File: src/rtl/uart_pkg.sv
// Shared definitions for the UART APB register block: register offsets,
// IIR interrupt identification codes and the APB tracking state encoding.
package uart_pkg;

  localparam logic [7:0] OFS_RBR    = 8'h00;  // RBR on read, THR on write
  localparam logic [7:0] OFS_IER    = 8'h04;
  localparam logic [7:0] OFS_IIR    = 8'h08;  // IIR on read, FCR on write
  localparam logic [7:0] OFS_LCR    = 8'h0C;
  localparam logic [7:0] OFS_LSR    = 8'h14;
  localparam logic [7:0] OFS_DLL    = 8'h20;
  localparam logic [7:0] OFS_DLH    = 8'h24;
  localparam logic [7:0] OFS_PWREMU = 8'h30;

  localparam logic [2:0] IIR_NONE = 3'b000;
  localparam logic [2:0] IIR_LS   = 3'b011;
  localparam logic [2:0] IIR_RX   = 3'b010;
  localparam logic [2:0] IIR_THRE = 3'b001;

  typedef enum logic [1:0] {
    APB_IDLE,
    APB_SETUP,
    APB_ACCESS
  } apb_state_e;

endpackage

File: src/rtl/uart_apb_wait_fsm.sv
// APB transfer tracker with programmable wait states.
//
// state      | meaning
// APB_IDLE   | no transfer in progress, waiting for a setup phase
// APB_SETUP  | setup phase seen, access starts next cycle
// APB_ACCESS | access phase, wait counter runs 0..WAIT_STATES, pready at the end
module uart_apb_wait_fsm
  import uart_pkg::*;
#(
  parameter int WAIT_STATES = 0
) (
  input  logic pclk,
  input  logic presetn,
  input  logic psel,
  input  logic penable,
  input  logic pwrite,
  output logic pready,
  output logic wr_done,
  output logic rd_done
);

  localparam logic [1:0] WS_LAST = 2'(WAIT_STATES);

  apb_state_e state_q, state_d;
  logic [1:0] cnt_q, cnt_d;

  // State and wait counter registers.
  always_ff @(posedge pclk or negedge presetn) begin
    if (!presetn) begin
      state_q <= APB_IDLE;
      cnt_q   <= 2'd0;
    end else begin
      state_q <= state_d;
      cnt_q   <= cnt_d;
    end
  end

  // Next-state, wait counting and completion decode.
  always_comb begin
    state_d = state_q;
    cnt_d   = cnt_q;
    pready  = 1'b0;
    case (state_q)
      APB_IDLE: begin
        if (psel && !penable) state_d = APB_SETUP;
      end
      APB_SETUP: begin
        state_d = APB_ACCESS;
        cnt_d   = 2'd0;
      end
      APB_ACCESS: begin
        if (cnt_q == WS_LAST) begin
          pready  = 1'b1;
          state_d = (psel && !penable) ? APB_SETUP : APB_IDLE;
        end else begin
          cnt_d = cnt_q + 2'd1;
        end
      end
      default: state_d = APB_IDLE;
    endcase
  end

  assign wr_done = pready & pwrite;
  assign rd_done = pready & ~pwrite;

endmodule

File: src/rtl/uart_apb_csr.sv
// UART control/status register block on APB: address decode, configuration
// registers, line status sticky bits and interrupt identification.
module uart_apb_csr
  import uart_pkg::*;
#(
  parameter int ADDR_W      = 8,
  parameter int WAIT_STATES = 0,
  parameter int RX_TL_W     = 2
) (
  input  logic               pclk,
  input  logic               presetn,
  input  logic               psel,
  input  logic               penable,
  input  logic               pwrite,
  input  logic [ADDR_W-1:0]  paddr,
  input  logic [31:0]        pwdata,
  output logic [31:0]        prdata,
  output logic               pready,
  output logic               pslverr,
  input  logic [10:0]        rx_data,
  input  logic               rx_fifo_empty,
  input  logic               tx_fifo_empty,
  input  logic               tsr_empty,
  input  logic               rx_tl_hit,
  input  logic               rx_overrun,
  output logic               thr_wr_en,
  output logic               rbr_rd_en,
  output logic [7:0]         thr_data,
  output logic [7:0]         lcr,
  output logic [7:0]         dll,
  output logic [7:0]         dlh,
  output logic               fifoen,
  output logic [RX_TL_W-1:0] rxfiftl,
  output logic               rxclr,
  output logic               txclr,
  output logic               utrst,
  output logic               urrst,
  output logic               irq
);

  logic wr_done, rd_done;

  uart_apb_wait_fsm #(.WAIT_STATES(WAIT_STATES)) u_wait (
    .pclk    (pclk),
    .presetn (presetn),
    .psel    (psel),
    .penable (penable),
    .pwrite  (pwrite),
    .pready  (pready),
    .wr_done (wr_done),
    .rd_done (rd_done)
  );

  logic sel_rbr, sel_ier, sel_iir, sel_lcr, sel_lsr, sel_dll, sel_dlh, sel_pwr;
  logic mapped, err, wr, rd;

  assign sel_rbr = (paddr == ADDR_W'(OFS_RBR));
  assign sel_ier = (paddr == ADDR_W'(OFS_IER));
  assign sel_iir = (paddr == ADDR_W'(OFS_IIR));
  assign sel_lcr = (paddr == ADDR_W'(OFS_LCR));
  assign sel_lsr = (paddr == ADDR_W'(OFS_LSR));
  assign sel_dll = (paddr == ADDR_W'(OFS_DLL));
  assign sel_dlh = (paddr == ADDR_W'(OFS_DLH));
  assign sel_pwr = (paddr == ADDR_W'(OFS_PWREMU));
  assign mapped  = sel_rbr | sel_ier | sel_iir | sel_lcr | sel_lsr | sel_dll | sel_dlh | sel_pwr;

  // LSR is read-only; writing it is an error just like an unmapped address.
  assign err     = ~mapped | (pwrite & sel_lsr);
  assign pslverr = pready & err;
  assign wr      = wr_done & ~err;
  assign rd      = rd_done & ~err;

  logic [2:0] ier;
  logic       oe, pe, fe, bi;
  logic       thre_d, thre_pend;
  logic [7:0] lsr, iir;
  logic [2:0] iir_code;
  logic       int_pend;

  assign lsr = {|rx_data[10:8], tx_fifo_empty & tsr_empty, tx_fifo_empty,
                bi, fe, pe, oe, ~rx_fifo_empty};

  // Interrupt source priority: line status, then RX data, then THRE.
  always_comb begin
    iir_code = IIR_NONE;
    if (ier[2] && (|lsr[4:1]))                            iir_code = IIR_LS;
    else if (ier[0] && lsr[0] && (!fifoen || rx_tl_hit)) iir_code = IIR_RX;
    else if (ier[1] && thre_pend)                         iir_code = IIR_THRE;
  end

  assign int_pend = (iir_code != IIR_NONE);
  assign iir      = {fifoen, fifoen, 2'b00, iir_code, ~int_pend};

  // Read data mux, driven only during a good read completion.
  always_comb begin
    prdata = 32'd0;
    if (rd) begin
      if (sel_rbr)      prdata = {24'd0, rx_data[7:0]};
      else if (sel_ier) prdata = {29'd0, ier};
      else if (sel_iir) prdata = {24'd0, iir};
      else if (sel_lcr) prdata = {24'd0, lcr};
      else if (sel_lsr) prdata = {24'd0, lsr};
      else if (sel_dll) prdata = {24'd0, dll};
      else if (sel_dlh) prdata = {24'd0, dlh};
      else if (sel_pwr) prdata = {17'd0, utrst, urrst, 13'd0};
    end
  end

  assign thr_wr_en = wr & sel_rbr;
  assign thr_data  = pwdata[7:0];
  assign rbr_rd_en = rd & sel_rbr & ~rx_fifo_empty;
  assign rxclr     = wr & sel_iir & pwdata[1];
  assign txclr     = wr & sel_iir & pwdata[2];

  // Configuration registers, updated on write completion only.
  always_ff @(posedge pclk or negedge presetn) begin
    if (!presetn) begin
      ier     <= 3'd0;
      fifoen  <= 1'b0;
      rxfiftl <= '0;
      lcr     <= 8'd0;
      dll     <= 8'd0;
      dlh     <= 8'd0;
      utrst   <= 1'b0;
      urrst   <= 1'b0;
    end else if (wr) begin
      if (sel_ier) ier <= pwdata[2:0];
      if (sel_iir) begin
        fifoen  <= pwdata[0];
        rxfiftl <= RX_TL_W'(pwdata[7:6]);
      end
      if (sel_lcr) lcr <= pwdata[7:0];
      if (sel_dll) dll <= pwdata[7:0];
      if (sel_dlh) dlh <= pwdata[7:0];
      if (sel_pwr) begin
        utrst <= pwdata[14];
        urrst <= pwdata[13];
      end
    end
  end

  logic lsr_clr, rbr_rd, thre_set, thre_clr;

  assign lsr_clr  = rd & sel_lsr;
  assign rbr_rd   = rd & sel_rbr;
  assign thre_set = (tx_fifo_empty & ~thre_d) | (wr & sel_ier & pwdata[1] & tx_fifo_empty);
  assign thre_clr = (wr & sel_rbr) | (rd & sel_iir & (iir_code == IIR_THRE));

  // Sticky line-status bits, THRE pending latch and registered irq.
  // A set event in the clearing cycle wins so no error is silently lost.
  // thre_d resets high so an already-empty TX path does not look like a fresh edge.
  always_ff @(posedge pclk or negedge presetn) begin
    if (!presetn) begin
      oe        <= 1'b0;
      pe        <= 1'b0;
      fe        <= 1'b0;
      bi        <= 1'b0;
      thre_d    <= 1'b1;
      thre_pend <= 1'b0;
      irq       <= 1'b0;
    end else begin
      oe        <= rx_overrun | (oe & ~lsr_clr);
      pe        <= (rbr_rd & rx_data[8])  | (pe & ~lsr_clr);
      fe        <= (rbr_rd & rx_data[9])  | (fe & ~lsr_clr);
      bi        <= (rbr_rd & rx_data[10]) | (bi & ~lsr_clr);
      thre_d    <= tx_fifo_empty;
      thre_pend <= thre_set | (thre_pend & ~thre_clr);
      irq       <= int_pend;
    end
  end

  logic unused_ok;
  assign unused_ok = &{1'b0, pwdata[31:15], pwdata[12:8]};

endmodule
File: config.mk
export PLATFORM = sky130hd
export DESIGN_NAME = uart_apb_csr
export DESIGN_NICKNAME = d
export VERILOG_FILES = /design/src/rtl/uart_pkg.sv /design/src/rtl/uart_apb_wait_fsm.sv /design/src/rtl/uart_apb_csr.sv
export SDC_FILE = /design/constraint.sdc
export NUM_CORES = 1
export LEC_CHECK = 0
export CORE_UTILIZATION = 44
export CTS_CLUSTER_SIZE = 30
export DETAILED_ROUTE_END_ITERATION = 10
export PLACE_DENSITY = 0.86
export RECOVER_POWER = 25
export SKIP_CTS_REPAIR_TIMING = 1
export SYNTH_ARGS = -nofsm -noshare
export SYNTH_HDL_FRONTEND = slang
export SYNTH_SLANG_ARGS = --single-unit
File: constraint.sdc
create_clock -name pclk -period 5.6 [get_ports pclk]
set_input_delay 0.56 -clock pclk [delete_from_list [all_inputs] [get_ports pclk]]
set_output_delay 0.56 -clock pclk [all_outputs]
set_load 0.01 [all_outputs]
# Word-level counts from Yosys, hierarchy flattened
# Cells that the tools add are included.
[word_totals]
ff_bits = 43
elab_cells = 125
[classes]
muxes = 20
n_eq_ne = 13
n_reduce_logical = 23
bitwise = 51
add_sub_neg = 1
[op_table]
columns = ["op", "n"]
rows = [
  ["two-way mux 15 bit", 9],
  ["bitwise AND 1 bit", 28],
  ["== test 8 x 6 -> 1 bit, second input constant", 3],
  ["== test 8 x 4 -> 1 bit, second input constant", 2],
  ["AND reduction 2 bit", 8],
  ["OR 1 bit", 15],
  ["== test 8 x 3 -> 1 bit, second input constant", 1],
  ["== test 8 x 5 -> 1 bit, second input constant", 1],
  ["zero test 8 bit", 1],
  ["inverter 1 bit", 8],
  ["two-way mux 2 bit", 3],
  ["two-way mux 3 bit", 2],
  ["case mux 2 bit (3 select lines)", 1],
  ["logical AND 1 bit", 5],
  ["zero test 2 bit", 2],
  ["two-way mux 1 bit", 4],
  ["inequality test 2 x 1 -> 1 bit, second input constant", 2],
  ["case mux 2 bit (2 select lines)", 1],
  ["OR reduction 4 bit", 1],
  ["== test 3 x 1 -> 1 bit, second input constant", 1],
  ["nonzero test 3 bit", 1],
  ["OR reduction 3 bit", 1],
  ["adder 2 x 1 -> 2 bit, second input constant", 1],
  ["== test 2 x 1 -> 1 bit, second input constant", 1],
  ["other kinds (5)", 6],
]

# Logic depth before layout (Yosys ltp)
[logic_depth]
depth_word = 18
mapped_depth = 8

# Modules after synthesis
# From an unflattened synthesis, not the netlist that was laid out.
[hier_totals]
cells_unflattened = 256
area_unflattened_um2 = 2661.3
[modules_own_cells]
columns = ["module", "seq_area_each_um2", "cells_per_inst", "area_per_inst_um2", "n_inst"]
rows = [
  ["uart_apb_csr", 977.2, 233, 2422.3, 1],
  ["uart_apb_wait_fsm", 100.1, 23, 239.0, 1],
]

# Worst setup path before layout
# OpenSTA, ideal clock, no wires.
[synth_timing]
path_kind = "input port to output port"
startpoint = "input port paddr[4]"
endpoint = "output port prdata[2]"
slack_ps = 2904
cell_stages = 5
n_path_buf = 1
arrival_ps = 2136
t_required_ps = 5040
cell_sequence = "buf_6 > nor4_2 > nand2_1 > and2_1 > nor4_1"
[synth_between]
elab_chain_len = 13
word_cells_on_any_way = 28
[synth_rtl]
columns = ["element", "line_no", "rtl"]
rows = [
  ["from (decl)", "uart_apb_csr.sv:15", "input logic [ADDR_W-1:0] paddr,"],
  ["== test 8 x 3 -> 1 bit / zero test 8 bit (equally long branches)", "uart_apb_csr.sv:58, uart_apb_csr.sv:57", ""],
  ["OR 1 bit (7 in a row)", "uart_apb_csr.sv:65", "assign mapped = sel_rbr | sel_ier | sel_iir | sel_lcr | sel_lsr | sel_dll | sel_dlh | sel_pwr;"],
  ["inverter 1 bit", "uart_apb_csr.sv:68", "assign err = ~mapped | (pwrite & sel_lsr);"],
  ["OR 1 bit", "uart_apb_csr.sv:68", ""],
  ["inverter 1 bit", "uart_apb_csr.sv:71", "assign rd = rd_done & ~err;"],
  ["bitwise AND 1 bit", "uart_apb_csr.sv:71", ""],
  ["two-way mux 15 bit *", "uart_apb_csr.sv:97", "if (rd) begin"],
  ["to (decl)", "uart_apb_csr.sv:17", "output logic [31:0] prdata,"],
]
# Every way passes the cells marked *; elsewhere a longest branch is shown, timed or not.

# Final worst setup path
[layout_timing]
startpoint = "input port paddr[5]"
endpoint = "output port prdata[3]"
# Same word-level chain as after synthesis.

==> flow_metrics.env <==
export IMPL_cp_common_cell="clkdlybuf4s50_1"
export IMPL_drt_initial_drc_count=170
export IMPL_cts_buffer_depth=2
export IMPL_synth_area_leader_cell="dfrtp_1"
export IMPL_ys_types=59
export IMPL_leakage_nw=1.624
export IMPL_via_per_inst=5.841
export IMPL_cts_made_buffers=5
export IMPL_grt_max_degree=44
export IMPL_relSlewSlack_pct=-53.54
export IMPL_end_kind="output port"
export IMPL_min_period_ps=4205
export IMPL_die_height_um=81.71
export IMPL_grt_pass1_vias=2436
export IMPL_rrSetupSlack_ps=3400
export IMPL_cp_startpoint="paddr[5]"
export IMPL_area_growth_synth_to_final_pct=31.65
export IMPL_fillers=516
export IMPL_placementRows=28
export IMPL_postRouteAntennaNets=0
export IMPL_vias=2430
export IMPL_path_class="in -> out"
export IMPL_finalPower_uw=627.2
export IMPL_drt_pre_antenna_iters=6
export IMPL_cp_cell_sequence="clkdlybuf4s50_1 > nor4_2 > nand2_1 > nor2_1 > a22o_1 > clkdlybuf4s50_1"
export IMPL_dieArea_mm2=0.006676
export IMPL_cp_slowest_cell="nor4_2"
export IMPL_seq_area_frac_synth_pct=38.54
export IMPL_synth_common_cells="dfrtp_1, buf_4, mux2_2"
export IMPL_drive_gt1_share_pct=15.25
export IMPL_die_x_um=81.71
export IMPL_rsz0062_at_grt="no"
export IMPL_grt_overflow=0
export IMPL_status="finished with violations"
export IMPL_slew_viol_final=44
export IMPL_timing_fmax_mhz=237.8
export IMPL_netlist_top_cells_area="dfrtp_1, mux2_4, buf_4"
export IMPL_gp_congestion=0.8764
export IMPL_irDropWorstVdd_uv=136.2
export IMPL_critical_path_max_stage_delay_ps=830
export IMPL_cts_tree="yes"
export IMPL_clock_root_buffer="clkbuf_8"
export IMPL_wl_per_cell_um=18.66
export IMPL_hold_class="reg -> reg"
export IMPL_avgSynthCellArea_um2=10.63
export IMPL_reg2reg_depth=6
export IMPL_synthArstFlopShare_pct=100.0
export IMPL_crit_buf_inv=2
export IMPL_hold_path_endpoint="u_wait.cnt_q[0]$_DFFE_PN0P_"
export IMPL_worst_pin_slew_ps=2303
export IMPL_yosysWarnings=0
export IMPL_worstHoldStart="u_wait.cnt_q[0]$_DFFE_PN0P_"
export IMPL_cp_arrival_ps=3650
export IMPL_power_density_mw_per_mm2=170.4
export IMPL_regToRegStartpoint="u_wait.cnt_q[0]$_DFFE_PN0P_"
export IMPL_synth_edf_count=0
export IMPL_worstPathMaxFanout=14
export IMPL_syn_area_mm2=0.002795
export IMPL_grt_pass1_wl_mm=12.56
export IMPL_nNetsFinal=402
export IMPL_setup_ws_ps=1395
export IMPL_ios=137
export IMPL_io_buffer_count=92
export IMPL_core_mm2=0.006026
export IMPL_antenna_cells=0
export IMPL_htree_num_levels=2
export IMPL_fin_skew_ps=6.907
export IMPL_ys_flop_type="dfrtp_1"
export IMPL_syn_inst=263
export IMPL_dp_final_hpwl_mm=5.714
export IMPL_yosys_register_bits=43
export IMPL_tns_ps=0
export IMPL_setup_viol=0
export IMPL_grt_util_all_layers_pct=25.32
export IMPL_worstHoldPathCells=1
export IMPL_insertion_delay_ps=310
export IMPL_antenna_found_initial=0
export IMPL_synth_most_common_cell="dfrtp_1"
export IMPL_cp_required_ps=5040
export IMPL_path_clk_slew_ps=90
export IMPL_start_kind="primary input"
export IMPL_clock_sinks=43
export IMPL_crit_family="simple AND/OR/NAND/NOR gates"
export IMPL_failed_checks="capacitance limit, slew limit"
export IMPL_initial_core_util_pct=46.39
export IMPL_maxCapViolations=1
export IMPL_wl_mm=7.761
export IMPL_rr_endpoint="dll[3]$_DFFE_PN0P_"
export IMPL_synth_top_area_share_pct=37.60
export IMPL_hold_viol_final=0
export IMPL_place_ws_ps=1440
export IMPL_fin_crit_sh_pct=75.09
export IMPL_drc=0
[state kept, by name, indices dropped and copies added (netlist names), 2 cells and up]
name and flops:
u_wait.cnt_q 2, dll 8, u_wait.state_q 2, ier 3
rxfiftl 2, dlh 8, lcr 8
[final cells by class]
cell class | instances | area, µm² | share of cell area, %
Multi-Input combinational cell | 190 | 1461 | 39.71
Sequential cell | 43 | 1077 | 29.28
Timing Repair Buffer | 94 | 929.6 | 25.26
Tap cell | 75 | 93.84 | 2.550
Clock buffer | 5 | 68.82 | 1.870
Clock inverter | 3 | 26.28 | 0.7140
Inverter | 6 | 22.52 | 0.6120
[per-layer routing]
metal	wire (µm)	share of wire, %	up-vias	GRT usage (%)
li1	-	-	1084	-
met1	3143	40	1191	32.42
met4	231	3.0	0	10.35
met3	665	8.6	20	6.667
met5	0	0	-	0
met2	3721	48	135	40.50
[power by group]
part | internal [mW] | switching (mW)
Sequential | 0.314 | 0.00338
Combinational | 0.0442 | 0.0495
Clock | 0.0919 | 0.124
Total | 0.450 | 0.177
[how the worst max path moves through the flow]
stage	endpoint	slack [ps]	cells after the start
final	prdata[3]	1390	6
after global routing	prdata[3]	1120	6
after CTS	prdata[3]	1430	6
after detailed placement	prdata[3]	1440	6
after global placement	prdata[2]	1430	6
after floorplan	prdata[2]	2900	5
[metrics by stage]
step | utilization (%) | cells | cell area [µm²] | hold WS (ps)
3_3_place_gp | 59.51 | 408 | 3586 | 492.3
6_report | 61.07 | 416 | 3680 | 523.1
2_1_floorplan | - | 284 | 2874 | 264.4
3_5_place_dp | 59.51 | 408 | 3586 | 500.2
4_1_cts | 61.09 | 416 | 3681 | 430.8
5_1_grt | 61.07 | 416 | 3680 | 557.2
[layout by cell type (no fill, tap or decap), types with 5 or more instances in the layout]
master and count:
clkdlybuf4s50_1 90, dfrtp_1 42, conb_1 22, mux2_2 17, mux2_4 16, nand2_1 11, nor3_1 10, nor2_1 9
mux2i_1 9, a22o_1 9, nor4_1 7, inv_1 6, nand2b_1 6, nand3_1 6, clkbuf_8 5
[worst register-to-register path: stages, from the launching register on]
cell and delay [ps]:
dfrtp_1 390, inv_1 80, ha_1 200, and3b_1 280, nand2_1 210, or4_4 600
mux2_4 340
[kinds of logic after synthesis]
| logic type | Yosys count | share of synthesized area [%] |
|---|---|---|
| AO/OA/AOI/OAI | 45 | 12.89 |
| adder cells (fa/ha/maj) | 1 | 0.4476 |
| buffers and inverters | 51 | 12.00 |
| flip-flops | 43 | 38.54 |
| multiplexers | 42 | 18.67 |
| other | 1 | 0.1342 |
| AND/OR/NAND/NOR | 80 | 17.32 |
(Power assumes the default switching activity.)
